===== src/rtl/types.sv =====
// Shared widths and message formats for the snooping bus and the crossbar.
//   XLEN           : line address width (the line store holds 2^XLEN lines)
//   CACHELINE_SIZE : bits per cache line
//   NUM_CPUS       : number of cache controllers addressable on the crossbar
package types;

    localparam int XLEN           = 4;
    localparam int CACHELINE_SIZE = 8;
    localparam int NUM_CPUS       = 2;
    localparam int CPU_W          = (NUM_CPUS > 1) ? $clog2(NUM_CPUS) : 1;

    typedef enum logic [1:0] {
        Bus_Idle = 2'd0,
        Bus_Rd   = 2'd1,
        Bus_RdX  = 2'd2,
        Bus_Upgr = 2'd3
    } bus_tx_t;

    typedef struct packed {
        logic             valid;
        bus_tx_t          bus_tx;
        logic [CPU_W-1:0] source;
        logic [XLEN-1:0]  addr;
    } bus_msg_t;

    typedef struct packed {
        logic                      valid;
        logic [CPU_W-1:0]          destination;
        logic [XLEN-1:0]           addr;
        logic [CACHELINE_SIZE-1:0] data;
    } xbar_msg_t;

endpackage


===== src/rtl/mem_responder.sv =====
// mem_responder: memory-side responder on the snooping bus.
// Queues Bus_Rd requests, reads the line store after MEM_LATENCY wait cycles
// and returns the line on the crossbar to the requester. Writebacks are
// absorbed into the line store on any cycle.
//
// Optional build macro: MEM_RESP_INTERVENTION_EN adds the snoop_hit input;
// a Bus_Rd accepted while snoop_hit=1 is dropped (a peer cache supplies it).
//
// Ports:
//   clk, rst    : clock, asynchronous active-high reset
//   bus_in      : snooped bus transaction
//   bus_stall   : request queue full, requester must hold its request
//   wb_valid/wb_addr/wb_data : writeback strobe, line address, line data
//   xbar_out    : response message to the crossbar
//   xbar_ready  : crossbar accepts xbar_out this cycle
//   busy        : queue non-empty or a request in service
//   snoop_hit   : (MEM_RESP_INTERVENTION_EN only) peer cache intervenes
//   state_dbg   : current FSM state (0=IDLE, 1=WAIT, 2=RESP)
//
// Handshake: xbar_out is valid while the FSM is in RESP; it is held stable
// until a rising edge sees xbar_ready=1, at which point the response is
// consumed and valid drops in the following cycle.
module mem_responder
    import types::*;
#(
    parameter int FIFO_DEPTH  = 4,
    parameter int MEM_LATENCY = 3
) (
    input  logic                      clk,
    input  logic                      rst,
    input  bus_msg_t                  bus_in,
    output logic                      bus_stall,
    input  logic                      wb_valid,
    input  logic [XLEN-1:0]           wb_addr,
    input  logic [CACHELINE_SIZE-1:0] wb_data,
    output xbar_msg_t                 xbar_out,
    input  logic                      xbar_ready,
    output logic                      busy,
`ifdef MEM_RESP_INTERVENTION_EN
    input  logic                      snoop_hit,
`endif
    output logic [1:0]                state_dbg
);

    localparam int PW    = $clog2(FIFO_DEPTH);
    localparam int CW    = PW + 1;
    localparam int LW    = $clog2(MEM_LATENCY + 1);
    localparam int LINES = 2 ** XLEN;

    typedef enum logic [1:0] {
        IDLE = 2'd0,
        WAIT = 2'd1,
        RESP = 2'd2
    } state_t;

    state_t state, state_next;

    logic [CACHELINE_SIZE-1:0] lines [LINES];

    logic [CPU_W-1:0] q_src  [FIFO_DEPTH];
    logic [XLEN-1:0]  q_addr [FIFO_DEPTH];
    logic [PW-1:0]    wr_ptr, rd_ptr;
    logic [CW-1:0]    count;

    logic [LW-1:0]             cnt;
    logic [CPU_W-1:0]          cur_src;
    logic [XLEN-1:0]           cur_addr;
    logic [CACHELINE_SIZE-1:0] cap_data;
    logic [CACHELINE_SIZE-1:0] rd_data;

    logic push, pop;

    // Stall depends only on the count, so a full queue keeps stalling even in
    // a cycle where the FSM pops.
    assign bus_stall = (count == CW'(FIFO_DEPTH));
    assign pop       = (state == IDLE) && (count != '0);

    always_comb begin
        push = bus_in.valid && (bus_in.bus_tx == Bus_Rd) && !bus_stall;
`ifdef MEM_RESP_INTERVENTION_EN
        push = push && !snoop_hit;
`endif
    end

    // Write-first: a writeback to the line being captured wins.
    assign rd_data = (wb_valid && (wb_addr == cur_addr)) ? wb_data : lines[cur_addr];

    // Line store
    always_ff @(posedge clk or posedge rst) begin
        if (rst) begin
            for (int i = 0; i < LINES; i++) begin
                lines[i] <= '0;
            end
        end else if (wb_valid) begin
            lines[wb_addr] <= wb_data;
        end
    end

    // Request queue
    always_ff @(posedge clk or posedge rst) begin
        if (rst) begin
            wr_ptr <= '0;
            rd_ptr <= '0;
            count  <= '0;
        end else begin
            if (push) begin
                q_src[wr_ptr]  <= bus_in.source;
                q_addr[wr_ptr] <= bus_in.addr;
                wr_ptr         <= wr_ptr + PW'(1);
            end
            if (pop) begin
                rd_ptr <= rd_ptr + PW'(1);
            end
            case ({push, pop})
                2'b10:   count <= count + CW'(1);
                2'b01:   count <= count - CW'(1);
                default: count <= count;
            endcase
        end
    end

    // FSM state register
    always_ff @(posedge clk or posedge rst) begin
        if (rst) begin
            state <= IDLE;
        end else begin
            state <= state_next;
        end
    end

    // FSM next state
    always_comb begin
        state_next = state;
        case (state)
            IDLE: if (pop)               state_next = WAIT;
            WAIT: if (cnt == LW'(1))     state_next = RESP;
            RESP: if (xbar_ready)        state_next = IDLE;
            default:                     state_next = IDLE;
        endcase
    end

    // Request in service: latched on pop, line captured on the last wait cycle
    always_ff @(posedge clk or posedge rst) begin
        if (rst) begin
            cnt      <= '0;
            cur_src  <= '0;
            cur_addr <= '0;
            cap_data <= '0;
        end else begin
            case (state)
                IDLE: begin
                    if (pop) begin
                        cur_src  <= q_src[rd_ptr];
                        cur_addr <= q_addr[rd_ptr];
                        cnt      <= LW'(MEM_LATENCY);
                    end
                end
                WAIT: begin
                    if (cnt == LW'(1)) begin
                        cap_data <= rd_data;
                        cnt      <= '0;
                    end else begin
                        cnt <= cnt - LW'(1);
                    end
                end
                default: ;
            endcase
        end
    end

    always_comb begin
        xbar_out = '0;
        if (state == RESP) begin
            xbar_out.valid       = 1'b1;
            xbar_out.destination = cur_src;
            xbar_out.addr        = cur_addr;
            xbar_out.data        = cap_data;
        end
    end

    assign busy      = (count != '0) || (state != IDLE);
    assign state_dbg = state;

endmodule


===== config.mk =====
export PLATFORM = sky130hd
export DESIGN_NAME = mem_responder
export DESIGN_NICKNAME = d
export VERILOG_FILES = /design/src/rtl/types.sv /design/src/rtl/mem_responder.sv
export SDC_FILE = /design/constraint.sdc
export NUM_CORES = 1
export LEC_CHECK = 0
export ABC_AREA = 0
export CAP_MARGIN = 20
export CORE_UTILIZATION = 56
export CTS_BUF_LIST = sky130_fd_sc_hd__clkbuf_4
export DETAILED_ROUTE_END_ITERATION = 10
export PLACE_DENSITY = 0.75
export SKIP_CTS_REPAIR_TIMING = 1
export SYNTH_ARGS = -nofsm -noshare
export SYNTH_HDL_FRONTEND = slang
export SYNTH_SLANG_ARGS = --single-unit

===== constraint.sdc =====
create_clock -name clk -period 5.4 [get_ports clk]
set_clock_uncertainty 0.1 [all_clocks]
set_input_delay 1.08 -clock clk [delete_from_list [all_inputs] [get_ports clk]]
set_output_delay 1.08 -clock clk [all_outputs]
set_load 0.005 [all_outputs]

==> summary.txt <==
GRT
  – Total grt overflow: 0
  – Pin count of the biggest net entering global routing: 96
  – Initial antenna violation count: 0
  – First-pass GRT wire length: ~27000 um
  – GRT Total Usage: 25.8%
  – Vias in the first global route: roughly 5000

Final layout
  – Share of layout cells above drive strength 1: approximately 25%
  – Cell area after layout: about 8600 um^2
  – Synthesis-to-finish area growth: 9.59%
  – Final Util: between 60% and 70%
  – ANT cells: 0
  – Commonest non-fill, non-tap cell in the layout: dfrtp_1
  – Most frequent cells in the layout: 151 x dfrtp_1, 81 x mux2_2, 77 x nand2_1
  – Layout Cells excl Fill: 798
  – Final net count: 640

Timing
  – Final min period: between 3 and 4 ns
  – Tightest Pin Transition: 1.06 ns
  – Fmax: 0.261 GHz
  – Max Transition Viols Final: 0
  – Slew margin rel.: 29.4%
  – RSZ-0062 raised after global routing: false
  – Final setup fails: 0
  – Final hold violation count: 0
  – Setup TNS: 0 ns
  – Period utilization: 70.9%

Die
  – # rows: 42
  – DIE AREA: 14500 um^2
  – Die Width: 120 um
  – Core Area: roughly 13000 um^2
  – Ports: 42
  – Die H: 120 um
  – Effective utilization at floorplan: 58.3%

Detailed routing
  – 1st-iter DRT viols: ~400
  – Initial DRT Pass Iterations: 5
  – DR vias: between 4000 and 5000
  – DRC: 0
  – Vias per Instance: ~6
  – Avg WL per Cell: ~22 um
  – DRT Wirelength: around 17000 um
  – Antenna-violating nets left: 0

Synthesis
  – Syn. warnings: 0
  – Xor/xnor cell area share of the yosys netlist: under 10%
  – Mux cell area share after synthesis: a little under a quarter
  – Async SR Flop Fraction: 88.4%
  – Synthesized Nets: approximately 600
  – Post-synth top area share: 48.5%
  – Register area share after synthesis: 56.2%
  – Post-synth EDFFs: 20
  – Cells after synthesis: 582
  – Area share of and/or/nand/nor cells after synthesis: 8.64%
  – Post-synthesis compound-gate area fraction: 6.30%
  – Largest cells by area after synthesis: dfrtp_1 49%, mux2_2 12%, edfxtp_1 7.7%
  – Adder-cell share of the synthesized area: 1.21%
  – Largest family of logic cells by synthesized area: multiplexers
  – Synth Flop Type: dfrtp_1
  – Synth area leader: dfrtp_1
  – Mapped Avg Cell Area: 13.5 um^2
  – Seq cells post-synth: 172
  – Mapped Area: 7840 um^2
  – Library cells used by synthesis: 44

Clock network
  – CTS Sinks: 172
  – TritonCTS clock tree: yes
  – TritonCTS buffer count: 17
  – Reg clk slew, reported paths: approximately 0.15 ns
  – Htree depth: 4
  – Root Buffer: clkbuf_4
  – Longest Clk Path Bufs: 2
  – Skew-Pair Late Insertion Delay: between 0.5 and 0.6 ns

Worst setup path
  – FF-to-FF End: cap_data[0]$_DFFE_PP0P_
  – Reg2Reg Depth: 4
  – Max FO, Critical Path: 15
  – Critical Path AT: 2.65 ns
  – Worst r2r src: cur_addr[3]$_DFFE_PP0P_
  – WP data required: around 4.2 ns
  – WS Path Type: flop to output pin
  – Worst setup EP type: output pin
  – CP startpoint: state_dbg[0]$_DFFE_PP0P_
  – Reg2reg setup slack: 2.84 ns
  – Crit start category: flop
  – CP endpoint: xbar_out[5]

Worst hold path
  – Hold path start: lines[92]$_DFFE_PP0P_
  – HP Class: flop to flop

Pwr
  – PD cells: 444 nW/um^2
  – Sw Share: about 33%
  – P_sw: 1.28 mW
  – Internal: roughly 2.5 mW
  – Max VDD drop: 184 uV
  – Flop pwr share: 49.0%
  – Pwr Total: between 3 and 4 mW
  – Pleak: 3.67 nW
  – Clk pwr share: around 20%
  – Combinational Power Share: a little under a third

Placement
  – Placed cell areas: approximately 8300 um^2
  – Port-buffer cells: 41
  – Post-DP HPWL: 11400 um
  – Placed Cells: 766
  – Routability congestion estimate: 0.820

Run
  – Max-cap violations: 0

Run status
  – Status: completed
==> sequential cells by signal, summed over array words and instances, names as in the netlist, 3 cells and up <==
| signal | count |
|---|---|
| cap_data | 8 |
| lines | 128 |
| cur_addr | 4 |
| count | 3 |
| q_addr | 16 |
| q_src | 4 |
==> metal layers <==
layer | wire [um] | track usage (%) | up-vias
met2 | 8670 | 42.5 | 145
met5 | 0 | 0 | -
met1 | 7240 | 34.2 | 2510
met3 | 943 | 5.33 | 36
li1 | - | - | 2153
met4 | 407 | 9.26 | 0
==> worst min path at each step <==
stage | end | slack [ns] | cells past startpoint
6_report | lines[92]$_DFFE_PP0P_ | 0.39 | 2
3_5_place_dp | lines[92]$_DFFE_PP0P_ | 0.36 | 2
2_1_floorplan | cur_src$_DFFE_PP0P_ | 0.34 | 2
3_3_place_gp | cur_src$_DFFE_PP0P_ | 0.35 | 2
4_1_cts | lines[92]$_DFFE_PP0P_ | 0.40 | 2
5_1_grt | cur_src$_DFFE_PP0P_ | 0.42 | 2
==> cell usage after synthesis (2+ instances only) <==
cell,instances
dfrtp_1,152
mux2_2,81
nand2_1,77
o21ai_0,51
mux4_2,22
clkbuf_1,20
edfxtp_1,20
a22o_1,16
inv_1,16
and2_1,14
nor2_1,14
mux4_1,13
nor2_2,9
o221ai_1,8
ha_1,6
nand2b_1,6
and3_1,5
xnor2_1,5
xor2_1,5
buf_2,4
buf_6,4
nand3b_1,4
nor2b_1,3
buf_4,2
clkdlybuf4s25_2,2
inv_2,2
mux4_4,2
nor3_1,2
or3_1,2
==> logic make-up after synthesis <==
kind of cell    Yosys count
simple gates            142
buf+inv                  53
mux                     119
fa+ha+maj                 7
flops                   172
compound gates           79
xor+xnor                 10
==> layout make-up <==
class	count	area [um^2]
Timing Repair Buffer	43	425
Fill cell	1039	4860
Inverter	18	72.6
Tap cell	176	220
Clock buffer	17	128
Multi-Input combinational cell	357	3160
Sequential cell	172	4410
Clock inverter	15	176
==> power by group through the flow <==
stage / sequential, mW / clock (mW) / combinational (mW)
after floorplan: 1.75 / 0 / 1.03
after global placement: 1.88 / 0 / 1.13
after detailed placement: 1.90 / 0 / 1.17
after CTS: 1.87 / 0.791 / 1.17
after global routing: 1.91 / 0.847 / 1.27
final: 1.87 / 0.781 / 1.16
==> worst max-delay path: stages (launching register included) <==
cell and delay, ns:
dfrtp_1 0.50, nor2b_1 0.77, and2_1 0.27, clkdlybuf4s50_1 0.53
==> stage by stage <==
step | worst slack (ns) | hold slack (ns)
detailed placement | 1.90 | 0.364
floorplan | 0.0801 | 0.337
global placement | 1.97 | 0.352
global route | 1.40 | 0.416
finish | 1.57 | 0.391
CTS | 1.53 | 0.395
(Power assumes the default switching activity.)
